File: config.mk
export PLATFORM = sky130hd
export DESIGN_NAME = pwm_capture
export DESIGN_NICKNAME = d
export VERILOG_FILES = /design/src/rtl/pwm_pkg.sv /design/src/rtl/pwm_sync_edge.sv /design/src/rtl/pwm_capture.sv
export SDC_FILE = /design/constraint.sdc
export NUM_CORES = 1
export LEC_CHECK = 0
export CAP_MARGIN = 10
export CELL_PAD_IN_SITES_DETAIL_PLACEMENT = 2
export CELL_PAD_IN_SITES_GLOBAL_PLACEMENT = 2
export CORE_ASPECT_RATIO = 0.5
export CORE_MARGIN = 1.5
export CORE_UTILIZATION = 32
export DETAILED_ROUTE_END_ITERATION = 8
export PLACE_DENSITY_LB_ADDON = 0.1
export SLEW_MARGIN = 15
export SYNTH_ARGS = -nofsm -noshare
export SYNTH_HDL_FRONTEND = slang
export SYNTH_HIERARCHICAL = 1
export SYNTH_SLANG_ARGS = --single-unit
File: constraint.sdc
create_clock -name clk -period 2.64 [get_ports clk]
set_input_delay 0.396 -clock clk [delete_from_list [all_inputs] [get_ports clk]]
set_output_delay 0.396 -clock clk [all_outputs]
set_load 0.01 [all_outputs]
File: src/rtl/pwm_pkg.sv
// -----------------------------------------------------------------------------
// pwm_pkg
// Shared definitions for the PWM input-capture blocks.
//   state_t      : capture FSM states (IDLE, ARM, HIGH, LOW)
//   PWM_CNT_W    : default width of the cycle counter and measurement outputs
//   PWM_CNT_MAX  : saturation value of a counter of the default width
//   cnt_max()    : saturation value for an arbitrary counter width
// -----------------------------------------------------------------------------
package pwm_pkg;

    typedef enum logic [1:0] {
        IDLE = 2'd0,
        ARM  = 2'd1,
        HIGH = 2'd2,
        LOW  = 2'd3
    } state_t;

    localparam int PWM_CNT_W = 16;
    localparam logic [PWM_CNT_W-1:0] PWM_CNT_MAX = {PWM_CNT_W{1'b1}};

    // All-ones value for a counter of the given width (width <= 32).
    function automatic logic [31:0] cnt_max(input int width);
        logic [31:0] val;
        val = '0;
        for (int i = 0; i < width && i < 32; i++) begin
            val[i] = 1'b1;
        end
        return val;
    endfunction

endpackage

File: src/rtl/pwm_sync_edge.sv
// -----------------------------------------------------------------------------
// pwm_sync_edge
// Brings an asynchronous level into the clk domain and reports its edges.
// pwm_in passes through SYNC_STAGES flops; the synchronized level is then
// optionally inverted and compared with its previous sample. rise/fall are
// combinational from registers and appear SYNC_STAGES cycles after pwm_in
// changes.
// Ports:
//   clk, rst   : clock, synchronous active-high reset
//   invert     : 1 = input is active-low (applied after synchronization)
//   pwm_in     : asynchronous input
//   rise, fall : single-cycle edge strobes of the (possibly inverted) level
// -----------------------------------------------------------------------------
module pwm_sync_edge #(
    parameter int SYNC_STAGES = 2
) (
    input  logic clk,
    input  logic rst,
    input  logic invert,
    input  logic pwm_in,
    output logic rise,
    output logic fall
);

    logic [SYNC_STAGES-1:0] sync_reg;
    logic                   prev_reg;
    logic                   level;

    always_ff @(posedge clk) begin
        if (rst) begin
            sync_reg <= '0;
        end else begin
            sync_reg <= {sync_reg[SYNC_STAGES-2:0], pwm_in};
        end
    end

    // Inversion sits after the synchronizer so the metastability chain only
    // ever sees the raw pin.
    assign level = sync_reg[SYNC_STAGES-1] ^ invert;

    always_ff @(posedge clk) begin
        if (rst) begin
            prev_reg <= 1'b0;
        end else begin
            prev_reg <= level;
        end
    end

    assign rise = level & ~prev_reg;
    assign fall = ~level & prev_reg;

endmodule

File: src/rtl/pwm_capture.sv
// -----------------------------------------------------------------------------
// pwm_capture
// Measures period and high time of a PWM input in clk cycles, rising edge to
// rising edge. A result is only published after a complete rise-fall-rise
// sequence; a counter that saturates without a closing edge sets a sticky
// overflow flag and re-arms.
// Ports:
//   clk, rst    : clock, synchronous active-high reset
//   cap_en      : capture enable (0 returns to IDLE, results hold)
//   invert      : treat pwm_in as active-low; change only while cap_en = 0
//   ovf_clr     : clears ovf (a simultaneous new overflow wins)
//   pwm_in      : asynchronous PWM input
//   period_out  : last complete period in cycles
//   high_out    : high time belonging to period_out
//   meas_valid  : one-cycle pulse when period_out/high_out update
//   busy        : 1 while measuring (HIGH or LOW)
//   ovf         : sticky counter-saturation flag
// -----------------------------------------------------------------------------
module pwm_capture
    import pwm_pkg::*;
#(
    parameter int CNT_W       = PWM_CNT_W,
    parameter int SYNC_STAGES = 2
) (
    input  logic             clk,
    input  logic             rst,
    input  logic             cap_en,
    input  logic             invert,
    input  logic             ovf_clr,
    input  logic             pwm_in,
    output logic [CNT_W-1:0] period_out,
    output logic [CNT_W-1:0] high_out,
    output logic             meas_valid,
    output logic             busy,
    output logic             ovf
);

    localparam logic [CNT_W-1:0] CNT_MAX = CNT_W'(cnt_max(CNT_W));
    localparam logic [CNT_W-1:0] CNT_ONE = CNT_W'(1);

    state_t           state_reg, state_next;
    logic [CNT_W-1:0] cnt_reg, cnt_next;
    logic [CNT_W-1:0] high_lat_reg, high_lat_next;
    logic [CNT_W-1:0] period_reg, period_next;
    logic [CNT_W-1:0] high_reg, high_next;
    logic             valid_reg, valid_next;
    logic             ovf_reg, ovf_next;
    logic             saturate;
    logic             rise, fall;

    pwm_sync_edge #(
        .SYNC_STAGES(SYNC_STAGES)
    ) u_sync_edge (
        .clk    (clk),
        .rst    (rst),
        .invert (invert),
        .pwm_in (pwm_in),
        .rise   (rise),
        .fall   (fall)
    );

    always_ff @(posedge clk) begin
        if (rst) begin
            state_reg    <= IDLE;
            cnt_reg      <= '0;
            high_lat_reg <= '0;
            period_reg   <= '0;
            high_reg     <= '0;
            valid_reg    <= 1'b0;
            ovf_reg      <= 1'b0;
        end else begin
            state_reg    <= state_next;
            cnt_reg      <= cnt_next;
            high_lat_reg <= high_lat_next;
            period_reg   <= period_next;
            high_reg     <= high_next;
            valid_reg    <= valid_next;
            ovf_reg      <= ovf_next;
        end
    end

    always_comb begin
        state_next    = state_reg;
        cnt_next      = cnt_reg;
        high_lat_next = high_lat_reg;
        period_next   = period_reg;
        high_next     = high_reg;
        valid_next    = 1'b0;
        ovf_next      = ovf_clr ? 1'b0 : ovf_reg;
        saturate      = 1'b0;

        if (!cap_en) begin
            state_next = IDLE;
            cnt_next   = '0;
        end else begin
            case (state_reg)
                IDLE: begin
                    cnt_next   = '0;
                    state_next = ARM;
                end
                ARM: begin
                    // A level already high at enable is ignored: only a
                    // genuine rise opens a measurement.
                    cnt_next = '0;
                    if (rise) begin
                        cnt_next   = CNT_ONE;
                        state_next = HIGH;
                    end
                end
                HIGH: begin
                    cnt_next = cnt_reg + CNT_ONE;
                    if (rise) begin
                        // Cannot happen with a single-sample edge detector;
                        // closed as a period with the whole interval high.
                        period_next = cnt_reg;
                        high_next   = cnt_reg;
                        valid_next  = 1'b1;
                        cnt_next    = CNT_ONE;
                    end else if (fall) begin
                        high_lat_next = cnt_reg;
                        state_next    = LOW;
                    end else if (cnt_reg == CNT_MAX) begin
                        saturate = 1'b1;
                    end
                end
                LOW: begin
                    cnt_next = cnt_reg + CNT_ONE;
                    if (rise) begin
                        // Closing rise is also the opening rise of the next
                        // period, so measurement continues without re-arming.
                        period_next = cnt_reg;
                        high_next   = high_lat_reg;
                        valid_next  = 1'b1;
                        cnt_next    = CNT_ONE;
                        state_next  = HIGH;
                    end else if (cnt_reg == CNT_MAX) begin
                        saturate = 1'b1;
                    end
                end
                default: begin
                    state_next = IDLE;
                    cnt_next   = '0;
                end
            endcase

            if (saturate) begin
                ovf_next   = 1'b1;
                cnt_next   = '0;
                state_next = ARM;
            end
        end
    end

    assign period_out = period_reg;
    assign high_out   = high_reg;
    assign meas_valid = valid_reg;
    assign ovf        = ovf_reg;
    assign busy       = (state_reg == HIGH) || (state_reg == LOW);

endmodule
==> impl_metrics.csv, run 1 <==
group,metric,value,unit
clock_tree,clk_path_buf_depth,2,
status,outcome,"completed",
routing,routed_wl,8440,um
power,vdd_ir_drop_max,0.316,mV
final_layout,fin_nets,370,
critical_path,start_kind,"input pin",
sta,whs,0.449,ns
hold_path,hold_class,"register to register",
die,die_y,69.6,um
placed_design,portBuffers,40,
routing,vias,2440,
die,core_region_area,8650,um2
die,placementRows,24,
critical_path,crit_top_cell,"nor2_1",
die,ios,41,
logic_synthesis,seq_area_frac_synth,50.0,%
global_route,grt_max_degree,49,
clock_tree,cts_max_level,3,
power,sw_frac_of_total,22.2,%
critical_path,crit_type,"input pin to register",
final_layout,layout_common_cells,"71 x dfxtp_1, 53 x nand2_1, 53 x nor2_1, 39 x clkdlybuf4s50_1, 21 x nand3_1",
sta,finalSetupViolations,0,
placed_design,gp_congestion,0.802,
power,power_frac_comb,2.8,%
power,power_density,619,nW/um2
die,die_area,9490,um2
flow_run,drv_cap,0,
sta,slew_headroom,56.7,%
routing,ant_nets,0,
critical_path,cp.required,2.86,ns
sta,fin_setup_tns,0,ns
final_layout,fill_cells,949,
clock_tree,clk_pin_slew,0.06,ns
logic_synthesis,synth-edff-count,0,
sta,slew_viol_final,0,
global_route,antenna_found_initial,0,
sta,finalCriticalPeriod,2.21,ns
critical_path,crit_path_max_incr_delay,0.62,ns
clock_tree,hold_buffers,0,
die,die_x,136,um
final_layout,drive_above_1_share,9.26,%
clock_tree,clockRootBuffer,"clkbuf_16",
clock_tree,cts_tree,"yes",
critical_path,critPathMaxFanout,15,
placed_design,post-dp-hpwl,5760,um
critical_path,cp_cell_sequence,"clkdlybuf4s50_1 -> xnor2_1 -> nor2_1 -> nand2b_1 -> or4_1 -> o21ai_4 -> buf_12 -> nor2_1",
global_route,overflow,0,
clock_tree,cts_sinks,71,
global_route,first_global_vias,2670,
routing,wire_per_inst,17.4,um
final_layout,multi_input_area,1290,um2
clock_tree,worst_skew_pair.late_latency,0.34,ns
logic_synthesis,syn-num-nets,337,
power,clkPwrFrac,49.0,%
final_layout,layout_commonest_cell,"dfxtp_1",
logic_synthesis,synth_ff_type,"dfxtp_1",
sta,skew,0.00573,ns
sta,max_freq,453,MHz
placed_design,placed_area,3370,um2
sta,final-hold-violation-count,0,
final_layout,synthToLayoutAreaGrowth,27.8,%
sta,period_share,83.7,%
global_route,grt_pass1_wl,13900,um
critical_path,arrival,2.43,ns
critical_path,end_kind,"register",
routing,dr.pass1.iters,4,
global_route,grtUsageTotal,19.5,%
routing,drc,0,
sta,rsz0062_at_grt,"no",
die,start_util,32.9,%
sta,worst_pin_slew,0.648,ns
routing,drtIter0Drc,86,
power,cellInternalPower,0.00175,W
power,switchingPower,0.000498,W
logic_synthesis,ys_seq_elements,71,
final_layout,antenna_cells,0,
clock_tree,cts_buffers,9,
logic_synthesis,synth_cell_types,37,
logic_synthesis,syn_area_per_cell,8.61,um2
clock_tree,cts.repair.resized,0,
logic_synthesis,synthArstFlopShare,0,%
final_layout,final_area,3630,um2
clock_tree,cts_setup_buffers,0,
logic_synthesis,ys_warn_count,6,
logic_synthesis,syn_inst,330,
power,leakagePower,1.26,nW
critical_path,cpMaxStageDelayCell,"or4_1",
routing,vias_per_cell,5.04,
power,seqPwrFrac,48.2,%
logic_synthesis,synthesis.area,2840,um2
final_layout,regArea,1420,um2
final cells by class:
cell class,count,area share [%]
Clock buffer,10,6.58
Clock inverter,5,0.689
Inverter,4,0.414
Multi-Input combinational cell,227,35.5
Sequential cell,71,39.1
Tap cell,117,4.03
Timing Repair Buffer,50,13.6
per-stage QoR:
step | total power, W | instances | utilization, % | setup slack (ns)
after global routing | 0.00232 | 484 | 42.0 | 0.337
after floorplan | 0.00114 | 330 | - | 0.578
after global placement | 0.00117 | 469 | 38.9 | 0.177
after detailed placement | 0.00117 | 469 | 38.9 | 0.118
after CTS | 0.00228 | 484 | 42.0 | 0.420
final | 0.00225 | 484 | 42.0 | 0.431
synth_stat cells (2+ instances only):
cell type | instances | area [um2]
xnor2_1 | 9 | 78.8
a21oi_1 | 17 | 85.1
buf_1 | 2 | 7.51
clkbuf_1 | 19 | 71.3
nor4_1 | 3 | 18.8
dfxtp_1 | 71 | 1420
nor2b_1 | 3 | 18.8
mux2i_1 | 16 | 160
inv_1 | 4 | 15.0
or3_2 | 2 | 15.0
nand2b_1 | 3 | 18.8
buf_2 | 6 | 30.0
xor2_1 | 5 | 43.8
nand3_1 | 21 | 105
nand2_1 | 53 | 199
nor3_1 | 5 | 25.0
nand4_1 | 4 | 25.0
nor2_1 | 53 | 199
a311oi_1 | 16 | 140
layer usage:
metal	global-route usage, %	share of wire (%)
met5	0	0
met3	5.85	3.3
met2	33.4	48
met4	5.67	1.1
met1	23.5	47
worst max-delay path: cells and delay by family:
| kind | cells | cell delay [ns] |
|---|---|---|
| AO/OA/AOI/OAI | 1 | 0.19 |
| XOR/XNOR | 1 | 0.32 |
| buffers and inverters | 2 | 0.58 |
| AND/OR/NAND/NOR | 4 | 0.95 |
logic make-up after synthesis:
kind of cell	synth area share, %
flops	50.0
xor+xnor	4.32
compound gates	9.82
mux	5.64
buf+inv	4.62
fa+ha+maj	0.440
simple gates	25.1
path summary, 6_finish.rpt:
path         slack [ns]                     from  cells past startpoint                       to
max                0.43                   invert                      8              cnt_reg[14]
max reg2reg        0.61               cnt_reg[1]                      6              cnt_reg[14]
min reg2reg        0.45  u_sync_edge/sync_reg[0]                      1  u_sync_edge/sync_reg[1]
min                0.45  u_sync_edge/sync_reg[0]                      1  u_sync_edge/sync_reg[1]
power groups by stage:
stage	combinational, W	sequential (W)	clock (W)
after floorplan	0.0000362	0.00110	0
after global placement	0.0000607	0.00111	0
after detailed placement	0.0000634	0.00111	0
after CTS	0.0000639	0.00108	0.00113
after global routing	0.0000696	0.00108	0.00117
final	0.0000628	0.00108	0.00110
(Power assumes the default switching activity.)
==> run 2: changes to the inputs <==
Settings changed: CORE_UTILIZATION 32 to 29.
Clock period 2.64 ns to 1.8 ns, I/O delays scaled along.
==> run 2 against run 1 <==
The flow now finishes with violations (negative setup slack). Sequential power rose by 47%. Register-to-register slack got worse by 0.68 ns. Critical path depth fell by 1. Wire length rose by 4.7%.
==> impl_metrics.csv, run 2 (synthesis results as in run 1) <==
group,metric,value,unit
status,outcome,"complete, but fails checks",
status,violations,"negative setup slack",
die,core_region_area,9480,um2
sta,setup_ws,-0.0723,ns
final_layout,drive_above_1_share,17.5,%
global_route,first_global_vias,2770,
routing,drtIter0Drc,102,
clock_tree,worst_skew_pair.late_latency,0.34,ns
final_layout,layout_commonest_cell,"dfxtp_1",
critical_path,cp.required,2.03,ns
final_layout,fill_cells,1042,
clock_tree,clk_pin_slew,0.06,ns
sta,period_share,104,%
global_route,antenna_found_initial,0,
routing,dr.pass1.iters,4,
critical_path,end_kind,"register",
placed_design,post-dp-hpwl,6200,um
global_route,grt_pass1_wl,14700,um
routing,vias_per_cell,4.85,
global_route,met2_usage,29.8,%
die,die_area,10400,um2
global_route,grtUsageTotal,18.8,%
sta,worst_pin_slew,0.679,ns
clock_tree,clk_path_buf_depth,2,
power,leakagePower,1.48,nW
sta,skew,0.00665,ns
sta,max_freq,534,MHz
die,placementRows,25,
routing,vias,2565,
final_layout,layout_common_cells,"69 x dfxtp_1, 53 x nand2_1, 52 x nor2_1, 38 x clkdlybuf4s50_1, 29 x buf_4",
sta,final-hold-violation-count,0,
clock_tree,cts_setup_buffers,0,
global_route,overflow,0,
global_route,use_met1,25.1,%
sta,whs,0.392,ns
sta,slew_viol_final,0,
clock_tree,clockRootBuffer,"clkbuf_16",
critical_path,critPathMaxFanout,7,
power,power_density,972,nW/um2
power,finalPower,0.00396,W
critical_path,reg2reg_slack,-0.07,ns
routing,wire_per_inst,16.7,um
routing,drc,0,
clock_tree,cts_max_level,3,
clock_tree,cts_tree,"yes",
sta,finalSetupViolations,15,
sta,slew_headroom,54.6,%
final_layout,fin_nets,396,
critical_path,start_kind,"register",
sta,rsz0062_at_grt,"yes",
global_route,grt_max_degree,30,
final_layout,antenna_cells,0,
die,ios,41,
clock_tree,cts_sinks,71,
die,die_y,73.0,um
hold_path,hold_class,"input pin to register",
die,die_x,143,um
sta,fin_setup_tns,-0.692,ns
clock_tree,cts_buffers,9,
clock_tree,hold_buffers,0,
placed_design,portBuffers,40,
critical_path,crit_type,"register to register",
placed_design,gp_congestion,0.746,
global_route,grtUsageMet3,5.12,%
routing,ant_nets,0,
critical_path,arrival,2.10,ns
die,start_util,30.0,%
sta,finalCriticalPeriod,1.87,ns
flow_run,drv_cap,0,
power,vdd_ir_drop_max,0.446,mV
routing,routed_wl,8840,um
final_layout,synthToLayoutAreaGrowth,43.5,%
global_route,gr-max-usage-layer,"met2",
run 2: cell count changes in the layout (fill, tap and decap cells not counted), moves of 2 or more:
cell / before / now
buf_12: 2 / 6
buf_4: 8 / 29
bufinv_16: 0 / 4
clkinv_2: 5 / 0
dfxtp_1: 71 / 69
dfxtp_2: 0 / 2
run 2: area by class of cell:
class | instances | area [um2] | share of cell area (%)
flip-flops and latches | 71 | 1420 | 34.9
clock inverters | 5 | 128 | 3.13
inverters | 4 | 15.0 | 0.368
well taps | 135 | 169 | 4.14
clock buffers | 11 | 253 | 6.20
multi-input cells | 227 | 1330 | 32.7
repair buffers | 76 | 757 | 18.6
run 2: worst max-delay path: stages (launching register included):
cell       delay (ns)
dfxtp_2          0.34
xnor2_4          0.19
nor2_2           0.06
nand2b_4         0.14
or4_4            0.55
o21ai_4          0.24
clkbuf_16        0.19
nor2_1           0.05
run 2: what timing repair did:
action | CTS | global route
pin swaps | 4 | 3
setup endpoints to repair | 27 | 23
resized for setup | 9 | 3
gates cloned | 1 | 0
endpoints found under the hold margin | 0 | 0
run 2: worst paths after layout:
check	from	endpoint	depth (start not counted)
worst max-delay path	u_sync_edge/sync_reg[1]	cnt_reg[10]	7
worst min-delay path	rst	state_reg[1]	3
worst max register to register	u_sync_edge/sync_reg[1]	cnt_reg[10]	7
worst min register to register	u_sync_edge/sync_reg[0]	u_sync_edge/sync_reg[1]	1
run 2: metrics by stage:
stage,setup slack (ns),util (%),cells,area (um2)
floorplan,-0.0343,-,330,2870
global placement,-0.434,38.3,512,3630
detailed placement,-0.484,38.3,512,3630
CTS,-0.116,42.9,529,4070
global route,-0.126,43.0,529,4080
finish,-0.0723,43.0,529,4080
run 2: power by group:
part	leakage (nW)	switching [W]	internal, W	total (W)
Clock	0.182	0.000691	0.00157	0.00226
Sequential	0.574	0.00000713	0.00158	0.00159
Combinational	0.722	0.0000640	0.0000497	0.000114
Total	1.48	0.000762	0.00320	0.00396
run 2: layer usage:
| metal | vias up | wire [um] |
|---|---|---|
| li1 | 1238 | - |
| met3 | 9 | 281 |
| met1 | 1280 | 4420 |
| met4 | 0 | 82 |
| met5 | - | 0 |
| met2 | 38 | 4050 |
==> run 3: changes to the inputs <==
Settings changed: GPL_ROUTABILITY_DRIVEN set to 0, HOLD_SLACK_MARGIN set to 0.02.
==> results of run 3 <==
No change in the layout: final DEF, timing and power equal those of run 2.
